`src/rtl/lut_neuron_pkg.sv`:
```
// lut_neuron_pkg: shared state encoding and table sizing for lut_neuron_pipe
package lut_neuron_pkg;
   typedef enum logic [1:0] {EMPTY, LOAD, RUN, DRAIN} state_t;
   function automatic int depth_f(input int in_w);
      return 1 << in_w;
   endfunction
endpackage

```
`src/rtl/lut_table_ram.sv`:
```
// lut_table_ram: DEPTH x OUT_W distributed RAM, synchronous write, asynchronous read
module lut_table_ram
   import lut_neuron_pkg::*;
#(
   parameter int IN_W  = 4,
   parameter int OUT_W = 2
) (
   input  logic             clk,
   input  logic             we,
   input  logic [IN_W-1:0]  waddr,
   input  logic [OUT_W-1:0] wdata,
   input  logic [IN_W-1:0]  raddr,
   output logic [OUT_W-1:0] rdata
);
   localparam int DEPTH = depth_f(IN_W);
   (* ram_style = "distributed", rom_style = "distributed" *)
   logic [OUT_W-1:0] mem_q [DEPTH];
   always_ff @(posedge clk)
      if (we) mem_q[waddr] <= wdata;
   assign rdata = mem_q[raddr];
endmodule

```
`src/rtl/lut_neuron_pipe.sv`:
```
// lut_neuron_pipe: run-time loadable LUT neuron with a valid/ready inference path
module lut_neuron_pipe
   import lut_neuron_pkg::*;
#(
   parameter int IN_W  = 4,
   parameter int OUT_W = 2
) (
   input  logic             clk,
   input  logic             rst_n,
   input  logic             cfg_start,
   input  logic             cfg_valid,
   input  logic [OUT_W-1:0] cfg_data,
   output logic             cfg_ready,
   output logic             cfg_done,
   input  logic             in_valid,
   output logic             in_ready,
   input  logic [IN_W-1:0]  in_data,
   output logic             out_valid,
   input  logic             out_ready,
   output logic [OUT_W-1:0] out_data,
   output logic             loaded
);
   state_t           state_q, state_d;
   logic [IN_W-1:0]  cnt_q, cnt_d;
   logic             out_valid_q, out_valid_d;
   logic [OUT_W-1:0] out_data_q, out_data_d;
   logic             cfg_done_q, cfg_done_d;
   logic [OUT_W-1:0] rdata;
   logic             we, accept, out_free;

   assign out_free  = !out_valid_q || out_ready;
   assign we        = state_q == LOAD && cfg_valid;
   assign in_ready  = state_q == RUN && !cfg_start && out_free;
   assign accept    = in_valid && in_ready;
   assign cfg_ready = state_q == LOAD;
   assign loaded    = state_q == RUN || state_q == DRAIN;
   assign cfg_done  = cfg_done_q;
   assign out_valid = out_valid_q;
   assign out_data  = out_data_q;

   lut_table_ram #(.IN_W(IN_W), .OUT_W(OUT_W)) u_ram (
      .clk   (clk),
      .we    (we),
      .waddr (cnt_q),
      .wdata (cfg_data),
      .raddr (in_data),
      .rdata (rdata)
   );

   // cnt wraps to 0 naturally on the last write, so it is 0 on every entry to LOAD
   always_comb begin
      state_d    = state_q;
      cnt_d      = cnt_q;
      cfg_done_d = 1'b0;
      case (state_q)
         EMPTY: if (cfg_start) state_d = LOAD;
         LOAD: if (cfg_valid) begin
            cnt_d = cnt_q + 1'b1;
            if (&cnt_q) begin
               state_d    = RUN;
               cfg_done_d = 1'b1;
            end
         end
         RUN:   if (cfg_start) state_d = out_free ? LOAD : DRAIN;
         DRAIN: if (out_free) state_d = LOAD;
         default: state_d = EMPTY;
      endcase
   end

   always_comb begin
      out_valid_d = accept ? 1'b1 : (out_ready ? 1'b0 : out_valid_q);
      out_data_d  = accept ? rdata : out_data_q;
   end

   always_ff @(posedge clk or negedge rst_n) begin
      if (!rst_n) begin
         state_q     <= EMPTY;
         cnt_q       <= '0;
         out_valid_q <= 1'b0;
         out_data_q  <= '0;
         cfg_done_q  <= 1'b0;
      end else begin
         state_q     <= state_d;
         cnt_q       <= cnt_d;
         out_valid_q <= out_valid_d;
         out_data_q  <= out_data_d;
         cfg_done_q  <= cfg_done_d;
      end
   end
endmodule

```
`config.mk`:
```
export PLATFORM = sky130hd
export DESIGN_NAME = lut_neuron_pipe
export DESIGN_NICKNAME = d
export VERILOG_FILES = /design/src/rtl/lut_neuron_pkg.sv /design/src/rtl/lut_table_ram.sv /design/src/rtl/lut_neuron_pipe.sv
export SDC_FILE = /design/constraint.sdc
export NUM_CORES = 1
export LEC_CHECK = 0
export ABC_AREA = 0
export CORE_MARGIN = 1
export CORE_UTILIZATION = 50
export CTS_CLUSTER_DIAMETER = 80
export DETAILED_ROUTE_END_ITERATION = 10
export PLACE_DENSITY = 0.79
export SLEW_MARGIN = 20
export SYNTH_ARGS = -nofsm -noshare
export SYNTH_HDL_FRONTEND = slang
export SYNTH_SLANG_ARGS = --single-unit
```
`constraint.sdc`:
```
create_clock -name clk -period 1.4 [get_ports clk]
set_input_delay 0.21 -clock clk [delete_from_list [all_inputs] [get_ports clk]]
set_output_delay 0.21 -clock clk [all_outputs]
set_load 0.03 [all_outputs]
```
==> results.py, run 1 <==
metrics = {
    "detailed_routing": {
        "drc": 0,
        "ant_nets": 0,
        "wirelength_um": 4170,
        "drtPass1Iterations": 4,
        "via_per_inst": 5.34,
        "vias": 1213,
        "drt_iter0_markers": 49,
        "avgRoutedWirePerCell_um": 18.4,
    },
    "critical_path": {
        "critPathKind": "flop to flop",
        "reg2reg_slack_ps": -240,
        "r2r_start": "state_q[0]$_DFFE_PN0P_",
        "critPathSlowestCell": "or4_4",
        "crit_fanout": 3,
        "cp-end-kind": "flop",
        "cp_data_required_time_ps": 1610,
        "rr_worst_depth": 6,
        "reg2reg_to": "out_data[1]$_DFFE_PN0P_",
        "cp.arrival_ps": 1850,
        "crit_path_start_kind": "flop",
        "critPathMaxStageDelay_ps": 570,
        "path_cells": "inv_2 > ha_4 > buf_6 > nand2b_4 > or4_4 > o221ai_2",
    },
    "yosys": {
        "syn_inst": 124,
        "yosysWarnings": 0,
        "syn_avg_cell_area_um2": 15.4,
        "yosysUniqueCellTypes": 28,
        "synth_xor_area_frac": 0.0138,
        "synth_compound_area_frac": 0.0334,
        "netlist_area_mm2": 0.00191,
        "ys_ff_latch": 42,
        "synth_top_family_by_area": "multiplexers",
        "muxShareOfSynthArea": 0.140,
        "yosysSeqAreaShare": 0.635,
        "synth_adder_area_share": 0.0525,
        "synth-simple-area-share": 0.0964,
        "syn_nets": 144,
    },
    "power": {
        "sequentialPowerShare": 0.367,
        "swShare": 0.372,
        "ir_drop_uv": 1110,
        "p_comb_frac": 0.473,
        "leakagePower_nw": 1.07,
        "p_switching_mw": 1.72,
        "clkPwrFrac": 0.160,
        "p_int_mw": 2.91,
        "power_density_mw_per_mm2": 1660,
    },
    "place": {
        "placed_area_mm2": 0.00235,
        "port_buffers": 18,
        "placedCellCount": 206,
        "place.gp.congestion": 0.748,
        "dp_hpwl_um": 2730,
        "pre_cts_ws_ps": -540,
    },
    "layout": {
        "final_cell_mix": "edfxtp_1 (32), buf_4 (23), buf_6 (13)",
        "drive_above_1_share": 0.503,
        "layout_commonest_cell": "edfxtp_1",
        "n_antenna_cell": 0,
        "fin_area_mm2": 0.00280,
        "nNetsFinal": 198,
        "finalNonFillerCells": 227,
        "area_growth_pct": 46.6,
    },
    "run_status": {
        "violations": "negative setup slack",
        "status": "complete, but fails checks",
    },
    "clock_network": {
        "h-tree-depth": 2,
        "cts_sinks": 42,
        "clockRootBuffer": "clkbuf_8",
        "cts_buffers": 5,
        "worstSkewPairLatency_ps": 290,
        "holdBufCountCts": 0,
        "cts_buffer_depth": 2,
        "tritoncts": "done",
        "clkTransAtPathRegs_ps": 80,
    },
    "timing": {
        "slew_headroom": 0.630,
        "tightest_slew_ps": 554,
        "finalSetupViolCount": 43,
        "fin_crit_sh": 1.17,
        "fin_crit_ps": 1640,
        "finalHoldViolations": 0,
        "maxSlewViolCount": 0,
        "setup_ws_ps": -243,
        "clock.fmax_mhz": 609,
        "skew_ps": 4.88,
        "rsz0062_at_grt": "yes",
        "fin_setup_tns_ps": -5150,
    },
    "global_routing": {
        "grt_usage": 0.212,
        "gr-usage-met1": 0.249,
        "grt_use_met3": 0.0625,
        "grt_overflow": 0,
        "grt_pass1_vias": 1302,
        "grt_use_met2": 0.371,
        "antenna_found_initial": 0,
        "grt_pass1_wl_um": 6210,
        "grt.busiest_layer": "met2",
        "grt_max_degree": 17,
    },
    "die": {
        "start_util": 0.521,
        "die_h_um": 63.8,
        "dieArea_mm2": 0.00407,
        "io_pins": 19,
        "die_x_um": 63.8,
        "fp-row-count": 22,
        "core_mm2": 0.00366,
    },
    "worst_hold_path": {
        "hold_path.class": "input pin to asynchronous set/reset pin",
    },
    "run": {
        "cap_violations": 0,
    },
}
## final cells by class
cell class                      instances  area, µm²
Inverter                                6       22.5
Fill cell                             191        865
Clock buffer                            6       72.6
Clock inverter                          2       10.0
Tap cell                               48       60.1
Sequential cell                        42       1210
Timing Repair Buffer                   52        484
Multi-Input combinational cell         71        933
## stage by stage
stage	total power [mW]	utilization	hold WS [ps]
after detailed placement	3.13	0.643	522
after global placement	3.07	0.643	517
final	4.64	0.764	211
after CTS	4.34	0.726	206
after global routing	4.84	0.764	238
after floorplan	2.58	-	-85.6
## worst max-delay path by stage
stage	from	endpoint	slack, ps	depth (start not counted)
6_report	state_q[0]$_DFFE_PN0P_	out_data[1]$_DFFE_PN0P_	-240	6
5_1_grt	state_q[0]$_DFFE_PN0P_	out_data[1]$_DFFE_PN0P_	-300	6
4_1_cts	state_q[0]$_DFFE_PN0P_	in_ready	-220	7
3_5_place_dp	in_data[1]	out_data[1]$_DFFE_PN0P_	-540	4
3_3_place_gp	in_data[1]	out_data[1]$_DFFE_PN0P_	-420	4
2_1_floorplan	state_q[1]$_DFFE_PN0P_	u_ram.mem_q[0][0]$_DFFE_PP_	-20	4
## power by group through the flow
stage                     Clock (mW)  Sequential, mW  Combinational, mW
after detailed placement           0            1.71               1.43
final                          0.743            1.70               2.19
after global placement             0            1.70               1.36
after CTS                      0.746            1.68               1.91
after global routing           0.792            1.73               2.32
after floorplan                    0            1.72              0.863
## critical path, delay by kind of cell, from the launching register on
family / cells / cell delay [ps]
buffers and inverters: 2 / 180
AOI/OAI and AO/OA: 1 / 210
adders and majority gates: 1 / 130
DFF: 1 / 410
and+or+nand+nor: 2 / 630
## state kept, by name (all words and copies together), names as in the netlist
name / flops
cnt_q: 4
out_valid: 1
cfg_done: 1
u_ram.mem_q: 32
state_q: 2
out_data: 2
## cells in the mapped netlist (all sizes together)
cell type   n  area (µm²)
mux2        1        11.3
o21bai      1        7.51
mux4        8         195
o21ai       1        5.00
ha          8         100
nor2b       1        6.26
dfrtp      10         250
clkbuf      3        11.3
nand4       1        6.26
nor2       12        45.0
and3b       1        8.76
mux2i       6        60.1
a221oi      1        8.76
or2         1        6.26
o221ai      2        17.5
edfxtp     32         961
or4         2        15.0
o21ba       1        10.0
nor3        7        35.0
nand3       3        15.0
nand2       4        15.0
xor2        1        8.76
o31ai       2        15.0
nand2b      5        31.3
xnor2       2        17.5
buf         2        22.5
inv         6        22.5
## what timing repair did
item                                    in CTS  in global routing
buffers inserted                             7                  7
gates resized for setup                     52                 21
pin swaps                                    9                  6
endpoints found under the setup margin      45                 43
cloned                                       0                  0
## per-layer routing
metal / vias up / wire, µm
met5: - / 0
met4: 0 / 79
met3: 10 / 140
met2: 23 / 2260
met1: 605 / 1690
li1: 575 / -
## cells by family after synthesis
group / after synthesis
flip-flops: 42
adder cells (fa/ha/maj): 8
AND/OR/NAND/NOR: 37
buffers and inverters: 11
XOR/XNOR: 3
AO/OA/AOI/OAI: 8
multiplexers: 15
Power figures use the tool's default switching activity.
==> inputs of run 2 (changes only) <==
--- a/config.mk
+++ b/config.mk
@@ -7,11 +7,12 @@
 export LEC_CHECK = 0
 export ABC_AREA = 0
 export CORE_MARGIN = 1
-export CORE_UTILIZATION = 50
+export CORE_UTILIZATION = 29
 export CTS_CLUSTER_DIAMETER = 80
 export DETAILED_ROUTE_END_ITERATION = 10
-export PLACE_DENSITY = 0.79
+export PLACE_DENSITY = 0.53
 export SLEW_MARGIN = 20
 export SYNTH_ARGS = -nofsm -noshare
 export SYNTH_HDL_FRONTEND = slang
+export SYNTH_HIERARCHICAL = 1
 export SYNTH_SLANG_ARGS = --single-unit
==> run 2 against run 1 <==
Net effect:
- the run still ends with negative setup slack left
- worst setup slack lost 85 ps
- count of clock-buffer cells in the layout unchanged
- hold slack gained 30 ps
- critical path type is now flop to output pin
- largest power group unchanged
- highest routed layer unchanged
==> results.py, run 2 <==
metrics = {
    "yosys": {
        "yosysSeqAreaShare": 0.641,
        "netlist_area_mm2": 0.00189,
        "synth_area_leader_cell": "edfxtp_1",
        "synthArstFlopShare": 0.238,
        "syn_nets": 139,
        "yosysUniqueCellTypes": 35,
        "yosys-top-cells-count": "edfxtp_1 (32), nor2_1 (14), dfrtp_1 (10)",
        "syn_inst": 122,
        "synth_edf_count": 32,
        "synthTopCellsByArea": "edfxtp_1 (51%), dfrtp_1 (13%), mux4_1 (5.6%), mux4_2 (4.8%), ha_1 (3.3%)",
        "ys_ff_latch": 42,
        "yosysWarnings": 6,
        "yosysMostFrequentCell": "edfxtp_1",
        "syn_avg_cell_area_um2": 15.5,
        "synth-main-ff-cell": "edfxtp_1",
        "netlist.area_leader.share": 0.509,
    },
    "run": {
        "cap_violations": 0,
    },
    "die": {
        "die_h_um": 82.7,
        "die_x_um": 82.7,
        "start_util": 0.299,
        "dieArea_mm2": 0.00684,
        "core_mm2": 0.00631,
        "fp-row-count": 29,
        "io_pins": 19,
    },
    "layout": {
        "final_cell_mix": "edfxtp_1 (32), buf_4 (30), nor2_4 (12)",
        "largest_reg_flops": 32,
        "nNetsFinal": 200,
        "area_growth_pct": 47.3,
        "drive_above_1_share": 0.495,
        "n_antenna_cell": 0,
        "top_regs": "u_ram/mem_q (32), cnt_q (4)",
        "regMostFlops": "u_ram/mem_q",
        "layout_commonest_cell": "edfxtp_1",
    },
    "critical_path": {
        "cp.arrival_ps": 1520,
        "crit_fanout": 3,
        "rr_worst_depth": 5,
        "cp-end-kind": "output pin",
        "critPathSlowestCell": "dfrtp_2",
        "critPathMaxStageDelay_ps": 440,
        "crit_path_start_kind": "flop",
        "critPathKind": "flop to output pin",
        "path_common_cell": "buf_6",
        "r2r_start": "state_q[1]$_DFFE_PN0P_",
        "cp_data_required_time_ps": 1190,
        "reg2reg_to": "u_ram/mem_q[0][0]$_DFFE_PP_",
        "reg2reg_slack_ps": -320,
        "path_cells": "buf_6 > ha_4 > buf_6 > nor3b_4 > buf_4 > buf_6",
    },
    "timing": {
        "skew_ps": 10.0,
        "slew_headroom": 0.668,
        "finalSetupViolCount": 40,
        "setup_ws_ps": -328,
        "tightest_slew_ps": 497,
        "fin_setup_tns_ps": -8210,
        "fin_crit_sh": 1.23,
        "fin_crit_ps": 1730,
        "rsz0062_at_grt": "yes",
        "clock.fmax_mhz": 579,
        "timing.hold.ws_ps": 241,
        "finalHoldViolations": 0,
        "maxSlewViolCount": 0,
    },
    "power": {
        "leakagePower_nw": 1.04,
        "ir_drop_uv": 436,
        "power_density_mw_per_mm2": 1530,
    },
    "clock_network": {
        "cts_sinks": 42,
        "holdBufCountCts": 0,
        "tritoncts": "done",
        "h-tree-depth": 2,
        "cts_buffer_depth": 2,
        "worstSkewPairLatency_ps": 300,
        "clockRootBuffer": "clkbuf_8",
        "cts_buffers": 5,
        "clkTransAtPathRegs_ps": 80,
    },
    "detailed_routing": {
        "routedLengthMet1_um": 1710,
        "drt_iter0_markers": 60,
        "via_per_inst": 4.60,
        "wirelength_um": 3680,
        "ant_nets": 0,
        "drc": 0,
        "routed.top_layer": "met4",
        "dr_wl_met3_um": 120,
        "vias": 1201,
        "avgRoutedWirePerCell_um": 14.1,
        "met2WireLength_um": 1820,
        "drtPass1Iterations": 4,
    },
    "run_status": {
        "violations": "negative setup slack",
        "status": "complete, but fails checks",
    },
    "worst_hold_path": {
        "hold_path.class": "input pin to asynchronous set/reset pin",
    },
    "global_routing": {
        "antenna_found_initial": 0,
        "grt_overflow": 0,
        "grt_usage": 0.122,
        "grt_max_degree": 17,
        "grt_pass1_vias": 1227,
        "grt_pass1_wl_um": 5890,
    },
    "place": {
        "dp_hpwl_um": 2680,
        "port_buffers": 18,
        "place.gp.congestion": 0.736,
    },
}
-- run 2: stage by stage --
stage	std cells	power, mW	util	cell area (µm²)	worst slack [ps]
finish	261	4.26	0.441	2780	-328
global route	261	4.50	0.441	2780	-368
CTS	255	4.04	0.423	2670	-311
detailed placement	243	3.07	0.383	2420	-665
global placement	243	3.05	0.383	2420	-611
floorplan	122	2.47	-	1940	-464
-- run 2: worst max-delay path: cells and delay by family (launching register included) --
| kind | cells | cell delay, ps |
|---|---|---|
| buf+inv | 4 | 500 |
| flops | 1 | 440 |
| fa+ha+maj | 1 | 150 |
| simple gates | 1 | 140 |
-- run 2: final cells by class --
cell class                      instances  area (µm²)
Fill cell                             588        3530
Clock inverter                          2        8.76
Sequential cell                        42        1210
Multi-Input combinational cell         75         871
Clock buffer                            6        72.6
Timing Repair Buffer                   57         513
Tap cell                               77        96.3
Inverter                                2        7.51
-- run 2: worst max path at each step --
stage                           startpoint                           to  cells after the start
floorplan           state_q[1]$_DFFE_PN0P_  u_ram/mem_q[0][0]$_DFFE_PP_                      6
global placement                in_data[0]      out_data[1]$_DFFE_PN0P_                      6
detailed placement              in_data[0]      out_data[1]$_DFFE_PN0P_                      6
CTS                 state_q[0]$_DFFE_PN0P_  u_ram/mem_q[0][0]$_DFFE_PP_                      5
global route        state_q[1]$_DFFE_PN0P_                     in_ready                      6
finish              state_q[1]$_DFFE_PN0P_                     in_ready                      6
-- run 2: where the power goes --
part	internal, mW	leakage [nW]	switching (mW)
combinational	0.903	0.585	0.934
sequential	1.54	0.412	0.140
clock	0.343	0.0426	0.399
total	2.78	1.04	1.47
-- run 2: cell families after synthesis --
group,Yosys count,share of synthesized area
muxes,11,0.125
buffers and inverters,5,0.0146
DFF,42,0.641
AOI/OAI and AO/OA,7,0.0285
and+or+nand+nor,49,0.144
adders and majority gates,5,0.0331
xor gates and xnor gates,3,0.0139
-- run 2: layer usage --
metal,vias to the layer above,GRT usage
li1,587,-
met1,593,0.153
met2,18,0.197
met3,3,0.0429
met4,0,0.0362
met5,-,0
-- run 2: repair_timing --
item	in CTS	in global routing
setup endpoints to repair	44	41
buffers inserted	6	8
pin swaps	11	8
gates resized for setup	46	18
